<file path="src/rtl/add_pkg.sv">
// Shared definitions for the adder family: controller state encoding and default width.
package add_pkg;

   typedef enum logic [1:0] {
      IDLE = 2'd0,
      RUN  = 2'd1,
      DONE = 2'd2
   } state_e;

   localparam int ADD_WIDTH = 8;

endpackage

</file>
<file path="src/rtl/full_adder.sv">
// One-bit full adder cell, shared with the ripple adder.
module full_adder (
   input  logic A,
   input  logic B,
   input  logic C_in,
   output logic Sum,
   output logic C_out
);

   assign Sum   = A ^ B ^ C_in;
   assign C_out = (A & B) | (C_in & (A ^ B));

endmodule

</file>
<file path="src/rtl/serial_add_ctrl.sv">
// Bit-serial adder: one full_adder cell is reused over WIDTH cycles to form a + b + c_in.
// Handshake: start is accepted on a rising edge in IDLE or DONE; busy marks RUN; done pulses once with sum/c_out.
module serial_add_ctrl
   import add_pkg::*;
#(
   parameter int WIDTH = ADD_WIDTH
) (
   input  logic             clk,
   input  logic             rst_n,
   input  logic             start,
   input  logic [WIDTH-1:0] a,
   input  logic [WIDTH-1:0] b,
   input  logic             c_in,
   output logic             busy,
   output logic             done,
   output logic [WIDTH-1:0] sum,
   output logic             c_out,
   output state_e           dbg_state
);

   localparam int CNT_W = $clog2(WIDTH + 1);

   state_e             state_q;
   logic [WIDTH-1:0]   a_sr_q;
   logic [WIDTH-1:0]   b_sr_q;
   logic [WIDTH-1:0]   res_sr_q;
   logic [WIDTH-1:0]   res_d;
   logic               carry_q;
   logic [CNT_W-1:0]   cnt_q;
   logic               busy_q;
   logic               done_q;
   logic [WIDTH-1:0]   sum_q;
   logic               c_out_q;
   logic               fa_sum;
   logic               fa_cout;

   full_adder u_fa (
      .A     (a_sr_q[0]),
      .B     (b_sr_q[0]),
      .C_in  (carry_q),
      .Sum   (fa_sum),
      .C_out (fa_cout)
   );

   // Result bits enter at the MSB so the LSB computed first ends up in bit 0.
   generate
      if (WIDTH == 1) begin : g_res_w1
         assign res_d = fa_sum;
      end else begin : g_res_wn
         assign res_d = {fa_sum, res_sr_q[WIDTH-1:1]};
      end
   endgenerate

   always_ff @(posedge clk or negedge rst_n) begin
      if (!rst_n) begin
         state_q  <= IDLE;
         a_sr_q   <= '0;
         b_sr_q   <= '0;
         res_sr_q <= '0;
         carry_q  <= 1'b0;
         cnt_q    <= '0;
         busy_q   <= 1'b0;
         done_q   <= 1'b0;
         sum_q    <= '0;
         c_out_q  <= 1'b0;
      end else begin
         case (state_q)
            IDLE, DONE: begin
               done_q <= 1'b0;
               if (start) begin
                  a_sr_q  <= a;
                  b_sr_q  <= b;
                  carry_q <= c_in;
                  cnt_q   <= '0;
                  busy_q  <= 1'b1;
                  state_q <= RUN;
               end else begin
                  busy_q  <= 1'b0;
                  state_q <= IDLE;
               end
            end
            RUN: begin
               a_sr_q   <= a_sr_q >> 1;
               b_sr_q   <= b_sr_q >> 1;
               res_sr_q <= res_d;
               carry_q  <= fa_cout;
               cnt_q    <= cnt_q + CNT_W'(1);
               if (cnt_q == CNT_W'(WIDTH - 1)) begin
                  sum_q   <= res_d;
                  c_out_q <= fa_cout;
                  busy_q  <= 1'b0;
                  done_q  <= 1'b1;
                  state_q <= DONE;
               end
            end
            default: begin
               busy_q  <= 1'b0;
               done_q  <= 1'b0;
               state_q <= IDLE;
            end
         endcase
      end
   end

   assign busy      = busy_q;
   assign done      = done_q;
   assign sum       = sum_q;
   assign c_out     = c_out_q;
   assign dbg_state = state_q;

endmodule

</file>
<file path="config.mk">
export PLATFORM = sky130hd
export DESIGN_NAME = serial_add_ctrl
export DESIGN_NICKNAME = d
export VERILOG_FILES = /design/src/rtl/add_pkg.sv /design/src/rtl/full_adder.sv /design/src/rtl/serial_add_ctrl.sv
export SDC_FILE = /design/constraint.sdc
export NUM_CORES = 1
export LEC_CHECK = 0
export ABC_AREA = 1
export BUFFER_PORTS_ARGS = -buffer_cell sky130_fd_sc_hd__clkbuf_2
export CORE_MARGIN = 8
export CORE_UTILIZATION = 25
export CTS_BUF_LIST = sky130_fd_sc_hd__clkbuf_8
export DETAILED_ROUTE_END_ITERATION = 16
export PLACE_DENSITY = 0.53
export SLEW_MARGIN = 15
export SYNTH_ARGS = -nofsm -noshare
export SYNTH_HDL_FRONTEND = slang
export SYNTH_HIERARCHICAL = 1
export SYNTH_SLANG_ARGS = --single-unit
</file>
<file path="constraint.sdc">
create_clock -name clk -period 3.08 [get_ports clk]
set_input_delay 0.308 -clock clk [delete_from_list [all_inputs] [get_ports clk]]
set_output_delay 0.308 -clock clk [all_outputs]
set_load 0.01 [all_outputs]
</file>
# Word-level counts from Yosys, hierarchy flattened

Cells that the tools add are included.

Bits in registers: 42
Bits in latches: 0
Memory bits (writable): 0
Bits in read-only memories: 0
Input bits: 20
Output and inout port bits: 13
Word-level logic and storage cells: 42
Memories kept: 0

Add/sub/neg operators: 1
Multipliers: 0
Div/mod/pow operators: 0
Order comparisons: 0
Equality and inequality tests: 5
Shift operators: 0
Mux-type cells: 16
Bitwise gates (word level): 5
Reductions and logical operators: 5

Operators with widths:

| operator            | number |
|---|---|
| $pmux 8 s2          | 2 |
| $mux 8              | 2 |
| $pmux 4 s2          | 1 |
| $mux 1              | 6 |
| $add 4x1->4 const B | 1 |
| $eq 4x3->1 const B  | 1 |
| $mux 4              | 1 |
| $ne 2x2->1 const B  | 2 |
| $pmux 1 s2          | 2 |
| $pmux 2 s2          | 1 |
| $reduce_and 2->1    | 2 |
| $and 1x1->1         | 2 |
| $eq 2x1->1 const B  | 1 |
| $eq 2x2->1 const B  | 1 |
| $logic_not 2->1     | 1 |
| $mux 2              | 1 |
| $reduce_bool 2->1   | 1 |
| $reduce_or 2->1     | 1 |
| $xor 1x1->1         | 2 |
| $or 1x1->1          | 1 |

# Depth between registers and ports, before layout

Gate-level depths: netlist of run 1.

Depth after elaboration: 4
Mapped depth: 7
Gate-level depth less buffers: 6

# Cells and area by module

Netlist of run 1, hierarchy kept.

By module, submodules not included:

| module          | times used | cells each | area an instance (µm²) | seq. area each (µm²) |
|---|---|---|---|---|
| serial_add_ctrl | 1          | 219        | 1,727.9                | 975.9 |
| full_adder      | 1          | 1          | 20.0                   | 0.0 |

# Worst setup path before layout of run 1

OpenSTA, ideal clock, no wires.

Path type: register to register
Start: register, netlist name done
End: register cnt_q[3]
Setup time: 117 ps
Arrival: 1,004 ps
Path slack: 1,959 ps
Stages on the path, launching flop included: 8
Path buffers: 1
Cells stage by stage: dfrtp_1 -> inv_1 -> nand2_2 -> nand2_1 -> inv_1 -> buf_4 -> nand2_1 -> nand2_1

RTL lines:

| what                   | line                  | text |
|---|---|---|
| end signal: assignment | serial_add_ctrl.sv:87 | `cnt_q <= cnt_q + CNT_W'(1);` |
| end: declaration       | serial_add_ctrl.sv:29 | `logic [CNT_W-1:0] cnt_q;` |

==> metrics.txt, run 1 <==
run status=completed; residual antenna-violating net count after detailed routing=0; effective utilization at floorplan=0.257; Slew headroom=0.361; endpoints failing hold=0; leading post-synthesis cells by cell area=sky130_fd_sc_hd__dfrtp_1 56%, sky130_fd_sc_hd__nand2_1 27%, sky130_fd_sc_hd__inv_1 4.7%, sky130_fd_sc_hd__buf_4 2.6%, sky130_fd_sc_hd__o21ai_0 2.0%; average detailed-routed wire length per instance=~10 um; post-synth cell types=17; top-level I/O count=33; largest net degree at the start of global routing=40; unrepaired setup endpoints after global routing=false; min cycle time layout=about 1.6 ns; Setup TNS=0 ns; slew at the pin with the worst max-slew slack=0.958 ns; H-tree levels=2; CP endpoint kind=flop; leading post-synthesis cells by instance count=128 x sky130_fd_sc_hd__nand2_1, 39 x sky130_fd_sc_hd__dfrtp_1, 22 x sky130_fd_sc_hd__inv_1, 7 x sky130_fd_sc_hd__o21ai_0, 6 x sky130_fd_sc_hd__buf_4; dpl cells=roughly 340; Main synth FF type=sky130_fd_sc_hd__dfrtp_1; top-area cell type share of the netlist area=0.558; via count of the first global-routing pass=1397; TritonCTS clock tree=yes; post-synth net total=around 240; proportion of synthesized chip area in sequential cells=0.558; final core utilization=0.310; DR vias=1364; cell chosen for the clock root=sky130_fd_sc_hd__clkbuf_8; Worst VDD drop=approximately 0.00025 V; antenna violations before repair=0; DP HPWL=approximately 2.5 mm; reported max-cap violation count=0; DRC errors left=0; Die Outline Area=a little under 10000 sq um; final critical-path share of the clock period=0.503; type of the worst min-delay path=input port to asynchronous set/reset pin; clock skew after layout=approximately 0.0073 ns; fraction of final layout cells sized beyond drive strength 1=0.186; number of enable flip-flop cells after synthesis=0; Final Power=about 0.0021 W; Power Dens Cells=between 1000 and 1500 nW/um^2; critical path arrival=1.74 ns; clock latency on the worst-skew pair=approximately 0.30 ns; buffers inserted by post-CTS timing repair=0; total inserted antenna cells=0; Seq cells post-synth=39; CTS clock-pin slew for the worst setup and hold paths=approximately 0.080 ns; total length of routed wires=3.61 mm; Core Area=about 6800 sq um; crit path launch type=flop; synth warn=6; Inserted Clock Buffers=5; first-pass GRT wire length=~6.3 mm; Final setup viols=0; post-synthesis cell count=220; post-detailed-route via-to-cell ratio=3.91; overall overflow remaining after global route=0; worst-path maximum fanout=27; final instance count without filler cells=~350; area added between synthesis and finish=20.6%; final number of max-transition violations=0; post-CTS resize count=0; DRC marker count from the first detailed-route iteration=46; cell area after synthesis=1750 sq um; total clock sinks=39; Hold-fix buffers, CTS=0; type of the worst setup path=flop to flop; GR Util All Layers=0.0792; buffers added on ports=32; maximum clock insertion buffer count=2; count of standard-cell rows=30; cell taking the most area after synthesis=sky130_fd_sc_hd__dfrtp_1; Horiz. Die Dim=approximately 100 um; cell with the most instances after synthesis=sky130_fd_sc_hd__nand2_1; share of async-settable or async-resettable flops after synthesis=1.00; Worst Hold Margin=0.151 ns; net total in the final layout=between 200 and 300; global placement routability congestion=roughly 0.70; endpoint required time on the critical path=between 3 and 4 ns; die boundary height=between 90 and 100 um; maximum clock frequency=0.645 GHz; static leakage power=between 1 and 1.5 nW; worst r2r path cells=5; total iterations of the first detailed-routing run=4; per-instance average area after synthesis=7.95 sq um
[final timing paths]
check,startpoint,end,slack (ns)
setup reg to reg,busy$_DFFE_PN0P_,sum[1]$_DFFE_PN0P_,1.53
hold reg to reg,res_sr_q[2]$_DFFE_PN0P_,sum[1]$_DFFE_PN0P_,0.47
hold / removal,rst_n,sum[0]$_DFFE_PN0P_,0.15
setup / recovery,busy$_DFFE_PN0P_,sum[1]$_DFFE_PN0P_,1.53
min in group clk,a[7],a_sr_q[7]$_DFFE_PN0P_,0.21
max in group asynchronous,rst_n,a_sr_q[3]$_DFFE_PN0P_,2.33
[metal layers]
metal	track usage	wire, um	vias up
met5	0	0	-
met4	0.0384	97	0
met3	0.0342	268	9
met2	0.121	1530	34
met1	0.0932	1710	606
li1	-	-	715
[power breakdown]
| group | switching (W) | leakage [nW] | total, W | internal, W |
|---|---|---|---|---|
| clock | 0.000190 | 0.0644 | 0.000513 | 0.000323 |
| sequential | 0.000148 | 0.489 | 0.000892 | 0.000744 |
| combinational | 0.000471 | 0.625 | 0.000743 | 0.000272 |
[through the flow]
step | cell area (sq um) | worst slack [ns]
floorplan | 1750 | 1.96
global placement | 1970 | 1.51
detailed placement | 1970 | 1.51
CTS | 2110 | 1.50
global route | 2110 | 1.33
finish | 2110 | 1.53
[area by class of cell]
| class | instances | area (sq um) |
|---|---|---|
| clock inverter | 3 | 67.6 |
| clock buffer | 5 | 68.8 |
| tap | 96 | 120 |
| multi-input combinational | 151 | 629 |
| inverter | 23 | 86.3 |
| timing repair buffer | 32 | 160 |
| sequential | 39 | 976 |
| fill | 737 | 4690 |
[worst max-delay path, stage by stage (launching register included)]
cell                      delay, ns
sky130_fd_sc_hd__dfrtp_1       0.46
sky130_fd_sc_hd__inv_2         0.08
sky130_fd_sc_hd__nor2_4        0.48
sky130_fd_sc_hd__nand2_2       0.27
sky130_fd_sc_hd__nand2_1       0.11
sky130_fd_sc_hd__nand2_1       0.05
[flip-flops by register name, summed over array words and instances, names as in the netlist]
name and count:
done 1, carry_q 1, cnt_q 4, res_sr_q 7
b_sr_q 8, c_out 1, busy 1, a_sr_q 8
sum 8
[logic make-up after synthesis]
kind of cell,after synthesis,synth area share
compound gates,8,0.0229
fa+ha+maj,2,0.0186
buf+inv,30,0.0816
flops,39,0.558
simple gates,141,0.319
[placed cells by master, fill, tap and decap left out]
cell,Yosys,routed
sky130_fd_sc_hd__clkbuf_8,0,5
sky130_fd_sc_hd__nor2_2,2,2
sky130_fd_sc_hd__clkbuf_2,0,32
sky130_fd_sc_hd__bufinv_16,0,2
sky130_fd_sc_hd__nor2_1,2,2
sky130_fd_sc_hd__inv_1,22,22
sky130_fd_sc_hd__inv_2,1,1
sky130_fd_sc_hd__dfrtp_1,39,39
sky130_fd_sc_hd__nand4_1,1,1
sky130_fd_sc_hd__fa_1,1,1
sky130_fd_sc_hd__ha_1,1,1
sky130_fd_sc_hd__or2_2,1,1
sky130_fd_sc_hd__a21oi_1,1,1
sky130_fd_sc_hd__nand3_1,4,4
sky130_fd_sc_hd__nand2_1,128,128
sky130_fd_sc_hd__o21ai_0,7,7
sky130_fd_sc_hd__nor2_4,1,1
sky130_fd_sc_hd__clkinvlp_4,0,1
sky130_fd_sc_hd__nand2_2,2,2
(Power assumes the default switching activity.)
==> inputs of run 2 (changes only) <==
ABC_AREA = 0   (was 1)
PLACE_DENSITY = 0.55   (was 0.53)
clock period = 1.4 ns   (was 3.08 ns; I/O delays follow)
==> run 2 against run 1 <==
The flow now finishes with violations (setup timing). Core utilization is 2.3 points higher. Sequential cell count did not move. Sequential power increased by 120%. Clock skew decreased by 0.0033 ns. Clock power grew 89%. Largest power group is now combinational logic.
==> metrics.txt, run 2 <==
run status=finished, violations left (was completed); violations in the final reports=setup timing; DRC marker count from the first detailed-route iteration=46 (unchanged); endpoint required time on the critical path=1.58 ns (was 3.27 ns); Reg2Reg Launch Point=cnt_q[1]$_DFFE_PN0P_ (was busy$_DFFE_PN0P_); Horiz. Die Dim=97.3 um (was 99.6 um); antenna violations before repair=0 (unchanged); top-level I/O count=33 (unchanged); worst-path maximum fanout=5 (was 27); mux share of post-synthesis cell area=0.121 (was 0); first-pass GRT wire length=5.78 mm (was 6.27 mm); global placement routability congestion=0.684 (was 0.703); fraction of final layout cells sized beyond drive strength 1=0.472 (was 0.186); area added between synthesis and finish=28.8% (was 20.6%); total inserted antenna cells=0 (unchanged); Worst VDD drop=0.000959 V (was 0.000253 V); maximum clock insertion buffer count=2 (unchanged); Placement Setup Slack=-0.0563 ns (was 1.51 ns); cell taking the most area after synthesis=sky130_fd_sc_hd__dfrtp_1 (unchanged); Seq cells post-synth=39 (unchanged); share of async-settable or async-resettable flops after synthesis=1.00 (unchanged); Final setup viols=8 (was 0); net total in the final layout=182 (was 274); number of enable flip-flop cells after synthesis=0 (unchanged); leading cell types in the layout, fill and taps excluded=39 x sky130_fd_sc_hd__dfrtp_1, 32 x sky130_fd_sc_hd__clkbuf_2, 19 x sky130_fd_sc_hd__a22o_1 (was 128 x sky130_fd_sc_hd__nand2_1, 39 x sky130_fd_sc_hd__dfrtp_1, 32 x sky130_fd_sc_hd__clkbuf_2); number of fillers in the final layout=659 (was 737); cell with the most instances after synthesis=sky130_fd_sc_hd__dfrtp_1 (was sky130_fd_sc_hd__nand2_1); count of standard-cell rows=29 (was 30); average detailed-routed wire length per instance=13.9 um (was 10.3 um); final number of max-transition violations=0 (unchanged); DP HPWL=2.22 mm (was 2.46 mm); CP endpoint=sum[1]$_DFFE_PN0P_ (unchanged); most common library cell in the layout ignoring fill and taps=sky130_fd_sc_hd__dfrtp_1 (was sky130_fd_sc_hd__nand2_1); clock latency on the worst-skew pair=0.29 ns (was 0.30 ns); Main synth FF type=sky130_fd_sc_hd__dfrtp_1 (unchanged); Inserted Clock Buffers=5 (unchanged); buffers added on ports=32 (unchanged); total clock sinks=39 (unchanged); capture instance of the worst register-to-register path=sum[1]$_DFFE_PN0P_ (unchanged); register-to-register setup slack=-0.03 ns (was 1.53 ns); crit path launch=cnt_q[1]$_DFFE_PN0P_ (was busy$_DFFE_PN0P_); total iterations of the first detailed-routing run=3 (was 4); post-synthesis compound-gate area fraction=0.172 (was 0.0229); DR vias=1056 (was 1364); post-synth cell types=21 (was 17); fraction of the mapped netlist area in adder cells=0.0197 (was 0.0186); final instance count without filler cells=238 (was 349); leading post-synthesis cells by cell area=sky130_fd_sc_hd__dfrtp_1 59%, sky130_fd_sc_hd__mux2_2 11%, sky130_fd_sc_hd__a22o_1 10%, sky130_fd_sc_hd__a21o_1 6.8%, sky130_fd_sc_hd__buf_6 2.0% (was sky130_fd_sc_hd__dfrtp_1 56%, sky130_fd_sc_hd__nand2_1 27%, sky130_fd_sc_hd__inv_1 4.7%, sky130_fd_sc_hd__buf_4 2.6%, sky130_fd_sc_hd__o21ai_0 2.0%); type of the worst min-delay path=input port to flop (was input port to asynchronous set/reset pin); reported max-cap violation count=0 (unchanged); H-tree levels=2 (unchanged); Core Area=6390 sq um (was 6790 sq um); Setup TNS=-0.184 ns (was 0 ns); final core utilization=0.333 (was 0.310); Power Dens Cells=2360 nW/um^2 (was 1020 nW/um^2); min cycle time layout=1.43 ns (was 1.55 ns); unrepaired setup endpoints after global routing=true (was false); post-synth net total=136 (was 242); area share of xor/xnor cells in the synthesized design=0.00530 (was 0); post-detailed-route via-to-cell ratio=4.44 (was 3.91); Post-Synth Simple-Gate Area=0.0469 (was 0.319); Slew headroom=0.678 (was 0.361); crit path launch type=flop (unchanged); effective utilization at floorplan=0.259 (was 0.257); final critical-path share of the clock period=1.02 (was 0.503); proportion of synthesized chip area in sequential cells=0.590 (was 0.558); DRC errors left=0 (unchanged); worst r2r path cells=5 (unchanged); endpoints failing hold=0 (unchanged); cell area after synthesis=1650 sq um (was 1750 sq um); CP endpoint kind=flop (unchanged); largest net degree at the start of global routing=40 (unchanged); critical path arrival=1.61 ns (was 1.74 ns); least setup slack across all paths after layout=-0.0300 ns (was 1.53 ns); overall overflow remaining after global route=0 (unchanged); static leakage power=1.12 nW (was 1.18 nW); via count of the first global-routing pass=1208 (was 1397); post-synthesis cell count=114 (was 220); clock skew after layout=0.00403 ns (was 0.00734 ns); TritonCTS clock tree=yes (unchanged); dpl cells=228 (was 341); die boundary height=97.3 um (was 99.6 um); total length of routed wires=3.31 mm (was 3.61 mm); leading post-synthesis cells by instance count=39 x sky130_fd_sc_hd__dfrtp_1, 19 x sky130_fd_sc_hd__a22o_1, 16 x sky130_fd_sc_hd__mux2_2, 15 x sky130_fd_sc_hd__a21o_1, 4 x sky130_fd_sc_hd__buf_4 (was 128 x sky130_fd_sc_hd__nand2_1, 39 x sky130_fd_sc_hd__dfrtp_1, 22 x sky130_fd_sc_hd__inv_1, 7 x sky130_fd_sc_hd__o21ai_0, 6 x sky130_fd_sc_hd__buf_4); Die Outline Area=9470 sq um (was 9920 sq um); Final Power=0.00503 W (was 0.00215 W); residual antenna-violating net count after detailed routing=0 (unchanged); cell chosen for the clock root=sky130_fd_sc_hd__clkbuf_8 (unchanged); type of the worst setup path=flop to flop (unchanged); slew at the pin with the worst max-slew slack=0.483 ns (was 0.958 ns); maximum clock frequency=0.699 GHz (was 0.645 GHz); largest family of logic cells by synthesized area=compound AO/OA/AOI/OAI gates (was simple AND/OR/NAND/NOR gates); per-instance average area after synthesis=14.5 sq um (was 7.95 sq um); synth warn=6 (unchanged); GR Util All Layers=0.0731 (was 0.0792); CTS clock-pin slew for the worst setup and hold paths=0.08 ns (about the same); top-area cell type share of the netlist area=0.590 (was 0.558)
==> run 2: cell types whose count changed after synthesis, sizes merged, moves of 6 or more <==
cell,delta
o21ai,-6
inv,-23
a21o,+15
nand2,-129
a22o,+19
mux2,+16
==> run 2: how the worst min path moves through the flow <==
stage,from,end,depth (start not counted)
2_1_floorplan,rst_n,a_sr_q[0]$_DFFE_PN0P_,0
3_3_place_gp,rst_n,res_sr_q[6]$_DFFE_PN0P_,2
3_5_place_dp,rst_n,res_sr_q[6]$_DFFE_PN0P_,2
4_1_cts,b[7],b_sr_q[7]$_DFFE_PN0P_,2
5_1_grt,b[7],b_sr_q[7]$_DFFE_PN0P_,2
6_report,a[7],a_sr_q[7]$_DFFE_PN0P_,2
==> run 2: critical path, stage by stage (launching register included) <==
cell and delay (ns):
sky130_fd_sc_hd__dfrtp_1 0.36, sky130_fd_sc_hd__ha_2 0.19, sky130_fd_sc_hd__nand2_2 0.07, sky130_fd_sc_hd__nor3b_4 0.22, sky130_fd_sc_hd__buf_6 0.16, sky130_fd_sc_hd__mux2_2 0.32
==> run 2: routing by layer <==
metal  vias up  track usage  share of wire
li1        507            -              -
met1       519       0.0925           0.50
met2        24        0.110           0.43
met3         6       0.0242          0.050
met4         0       0.0315          0.016
met5         -            0              0
==> run 2: where the power goes <==
group / switching, W / internal [W]
Sequential: 0.000312 / 0.00165
Clock: 0.000394 / 0.000577
Combinational: 0.000865 / 0.00123
Total: 0.00157 / 0.00346
==> run 2: kinds of logic after synthesis <==
kind of cell | count (synthesis)
flip-flops | 39
AO/OA/AOI/OAI | 35
multiplexers | 18
AND/OR/NAND/NOR | 10
buffers and inverters | 9
adder cells (fa/ha/maj) | 2
XOR/XNOR | 1
==> run 2: cell type report <==
| cell class | count | area, sq um | share of cell area |
|---|---|---|---|
| clock buffer | 6 | 82.6 | 0.0388 |
| clock inverter | 2 | 35.0 | 0.0165 |
| multi-input combinational | 66 | 637 | 0.299 |
| sequential | 39 | 976 | 0.458 |
| tap | 77 | 96.3 | 0.0452 |
| timing repair buffer | 48 | 303 | 0.142 |
==> run 2: per-stage QoR <==
stage / instance area [sq um] / hold WS, ns
floorplan: 1650 / -0.156
global route: 2130 / 0.0672
CTS: 2130 / 0.0792
finish: 2130 / 0.0816
global placement: 1950 / 0.233
detailed placement: 1950 / 0.237
==> run 2: timing repair <==
| action | in CTS | in global routing |
|---|---|---|
| buffers inserted | 0 | 0 |
| gates cloned | 1 | 0 |
| setup endpoints to repair | 9 | 9 |
| pin swaps | 2 | 0 |
| hold buffers | 1 | 0 |
| resized for setup | 12 | 0 |
| endpoints found under the hold margin | 39 | 0 |
==> inputs of run 3 (changes only) <==
PLACE_DENSITY = 0.54   (was 0.55)
clock period = 1.7 ns   (was 1.4 ns; I/O delays follow)
==> run 3 against run 2 <==
The run now ends clean. Worst setup slack better by 0.21 ns. Final cell count is 3.4% lower. Die area stayed put. Sequential power is 17% lower. Non-clock buffer count is 8 lower. Clock power is 35% lower. First-iteration DRC count is 22% lower. Largest cell class unchanged. Clock skew is 0.0058 ns higher. Critical path depth stayed put. Combinational power is 27% lower.
==> metrics.txt, run 3 (synthesis results as in run 2) <==
unrepaired setup endpoints after global routing=false (was true); final number of max-transition violations=0 (unchanged); fraction of final layout cells sized beyond drive strength 1=0.431 (was 0.472); Horiz. Die Dim=97.3 um (unchanged); total iterations of the first detailed-routing run=3 (unchanged); CP endpoint kind=flop (unchanged); total clock sinks=39 (unchanged); DRC marker count from the first detailed-route iteration=36 (was 46); crit path launch type=flop (unchanged); antenna violations before repair=0 (unchanged); leading cell types in the layout, fill and taps excluded=39 x sky130_fd_sc_hd__dfrtp_1, 32 x sky130_fd_sc_hd__clkbuf_2, 19 x sky130_fd_sc_hd__a22o_1 (unchanged); endpoints failing hold=0 (unchanged); final critical-path share of the clock period=0.891 (was 1.02); total inserted antenna cells=0 (unchanged); type of the worst min-delay path=input port to flop (unchanged); Setup TNS=0 ns (was -0.184 ns); largest net degree at the start of global routing=30 (was 40); buffers added on ports=32 (unchanged); area added between synthesis and finish=21.7% (was 28.8%); net total in the final layout=174 (was 182); first-pass GRT wire length=5.75 mm (was 5.78 mm); endpoint required time on the critical path=1.88 ns (was 1.58 ns); Power Dens Cells=1880 nW/um^2 (was 2360 nW/um^2); TritonCTS clock tree=yes (unchanged); Inserted Clock Buffers=5 (unchanged); global placement routability congestion=0.688 (was 0.684); Die Outline Area=9470 sq um (unchanged); total length of routed wires=3.26 mm (was 3.31 mm); cell chosen for the clock root=sky130_fd_sc_hd__clkbuf_8 (unchanged); residual antenna-violating net count after detailed routing=0 (unchanged); top-level I/O count=33 (unchanged); post-CTS resize count=0 (was 12); DR vias=1030 (was 1056); run status=completed (was finished, violations left); maximum clock insertion buffer count=2 (unchanged); CTS clock-pin slew for the worst setup and hold paths=0.08 ns (about the same); critical-path cell list=ha_1 > nand2_1 > nor3b_2 > buf_4 > mux2_2 (was ha_2 > nand2_2 > nor3b_4 > buf_6 > mux2_2); min cycle time layout=1.52 ns (was 1.43 ns); post-detailed-route via-to-cell ratio=4.48 (was 4.44); overall overflow remaining after global route=0 (unchanged); Hold-fix buffers, CTS=1 (unchanged); clock latency on the worst-skew pair=0.30 ns (was 0.29 ns); final core utilization=0.315 (was 0.333); type of the worst setup path=flop to flop (unchanged); Final setup viols=0 (was 8); via count of the first global-routing pass=1148 (was 1208); Worst VDD drop=0.000629 V (was 0.000959 V); cell with the largest stage delay on the worst path=sky130_fd_sc_hd__dfrtp_1 (unchanged); Slew headroom=0.557 (was 0.678); average detailed-routed wire length per instance=14.2 um (was 13.9 um); reported max-cap violation count=0 (unchanged); Core Area=6390 sq um (unchanged); DP HPWL=2.31 mm (was 2.22 mm); most common library cell in the layout ignoring fill and taps=sky130_fd_sc_hd__dfrtp_1 (unchanged); buffers inserted by post-CTS timing repair=0 (unchanged); static leakage power=1.04 nW (was 1.12 nW); clock skew after layout=0.00986 ns (was 0.00403 ns); slowest stage delay, CP=0.40 ns (was 0.36 ns); effective utilization at floorplan=0.259 (unchanged); slew at the pin with the worst max-slew slack=0.665 ns (was 0.483 ns); DRC errors left=0 (unchanged); count of standard-cell rows=29 (unchanged); GR Util All Layers=0.0742 (was 0.0731); worst-path maximum fanout=10 (was 5); critical path arrival=1.70 ns (was 1.61 ns); H-tree levels=2 (unchanged); maximum clock frequency=0.660 GHz (was 0.699 GHz); die boundary height=97.3 um (unchanged)
## run 3: worst paths after layout
check | startpoint | to | slack (ns) | cells after the start
max | cnt_q[0]$_DFFE_PN0P_ | sum[6]$_DFFE_PN0P_ | 0.18 | 5
min | a[7] | a_sr_q[7]$_DFFE_PN0P_ | 0.11 | 2
max reg2reg | cnt_q[0]$_DFFE_PN0P_ | sum[6]$_DFFE_PN0P_ | 0.18 | 5
min reg2reg | a_sr_q[4]$_DFFE_PN0P_ | a_sr_q[4]$_DFFE_PN0P_ | 0.48 | 1
max in group asynchronous | rst_n | b_sr_q[6]$_DFFE_PN0P_ | 0.70 | 3
min in group asynchronous | rst_n | sum[7]$_DFFE_PN0P_ | 0.43 | 2
## run 3: metal layers
layer	track usage	vias to the layer above	share of wire
li1	-	489	-
met1	0.0913	511	0.48
met2	0.106	24	0.43
met3	0.0334	6	0.069
met4	0.0385	0	0.022
met5	0	-	0
## run 3: worst max-delay path, delay by kind of cell, from the launching register on
family,cells,cell delay [ns]
simple gates,2,0.25
buf+inv,1,0.20
mux,1,0.35
fa+ha+maj,1,0.20
flops,1,0.40
## run 3: cell type report
class,count,area (sq um)
well taps,77,96.3
fillers,672,4370
clock inverters,3,20.0
clock buffers,5,68.8
repair buffers,40,248
flip-flops and latches,39,976
multi-input cells,66,603
## run 3: power by group
group,switching (W),internal [W]
logic,0.000662,0.000878
registers,0.000261,0.00136
clock network,0.000342,0.000285
total,0.00127,0.00252
## run 3: metrics by stage
step	area [sq um]	instances	hold slack [ns]	power (W)	setup WS, ns
global placement	1910	221	0.242	0.00319	0.233
CTS	2010	230	0.102	0.00387	0.168
finish	2010	230	0.106	0.00379	0.185
global route	2010	230	0.118	0.00409	0.0686
floorplan	1650	114	-0.126	0.00276	0.313
detailed placement	1910	221	0.240	0.00322	0.185
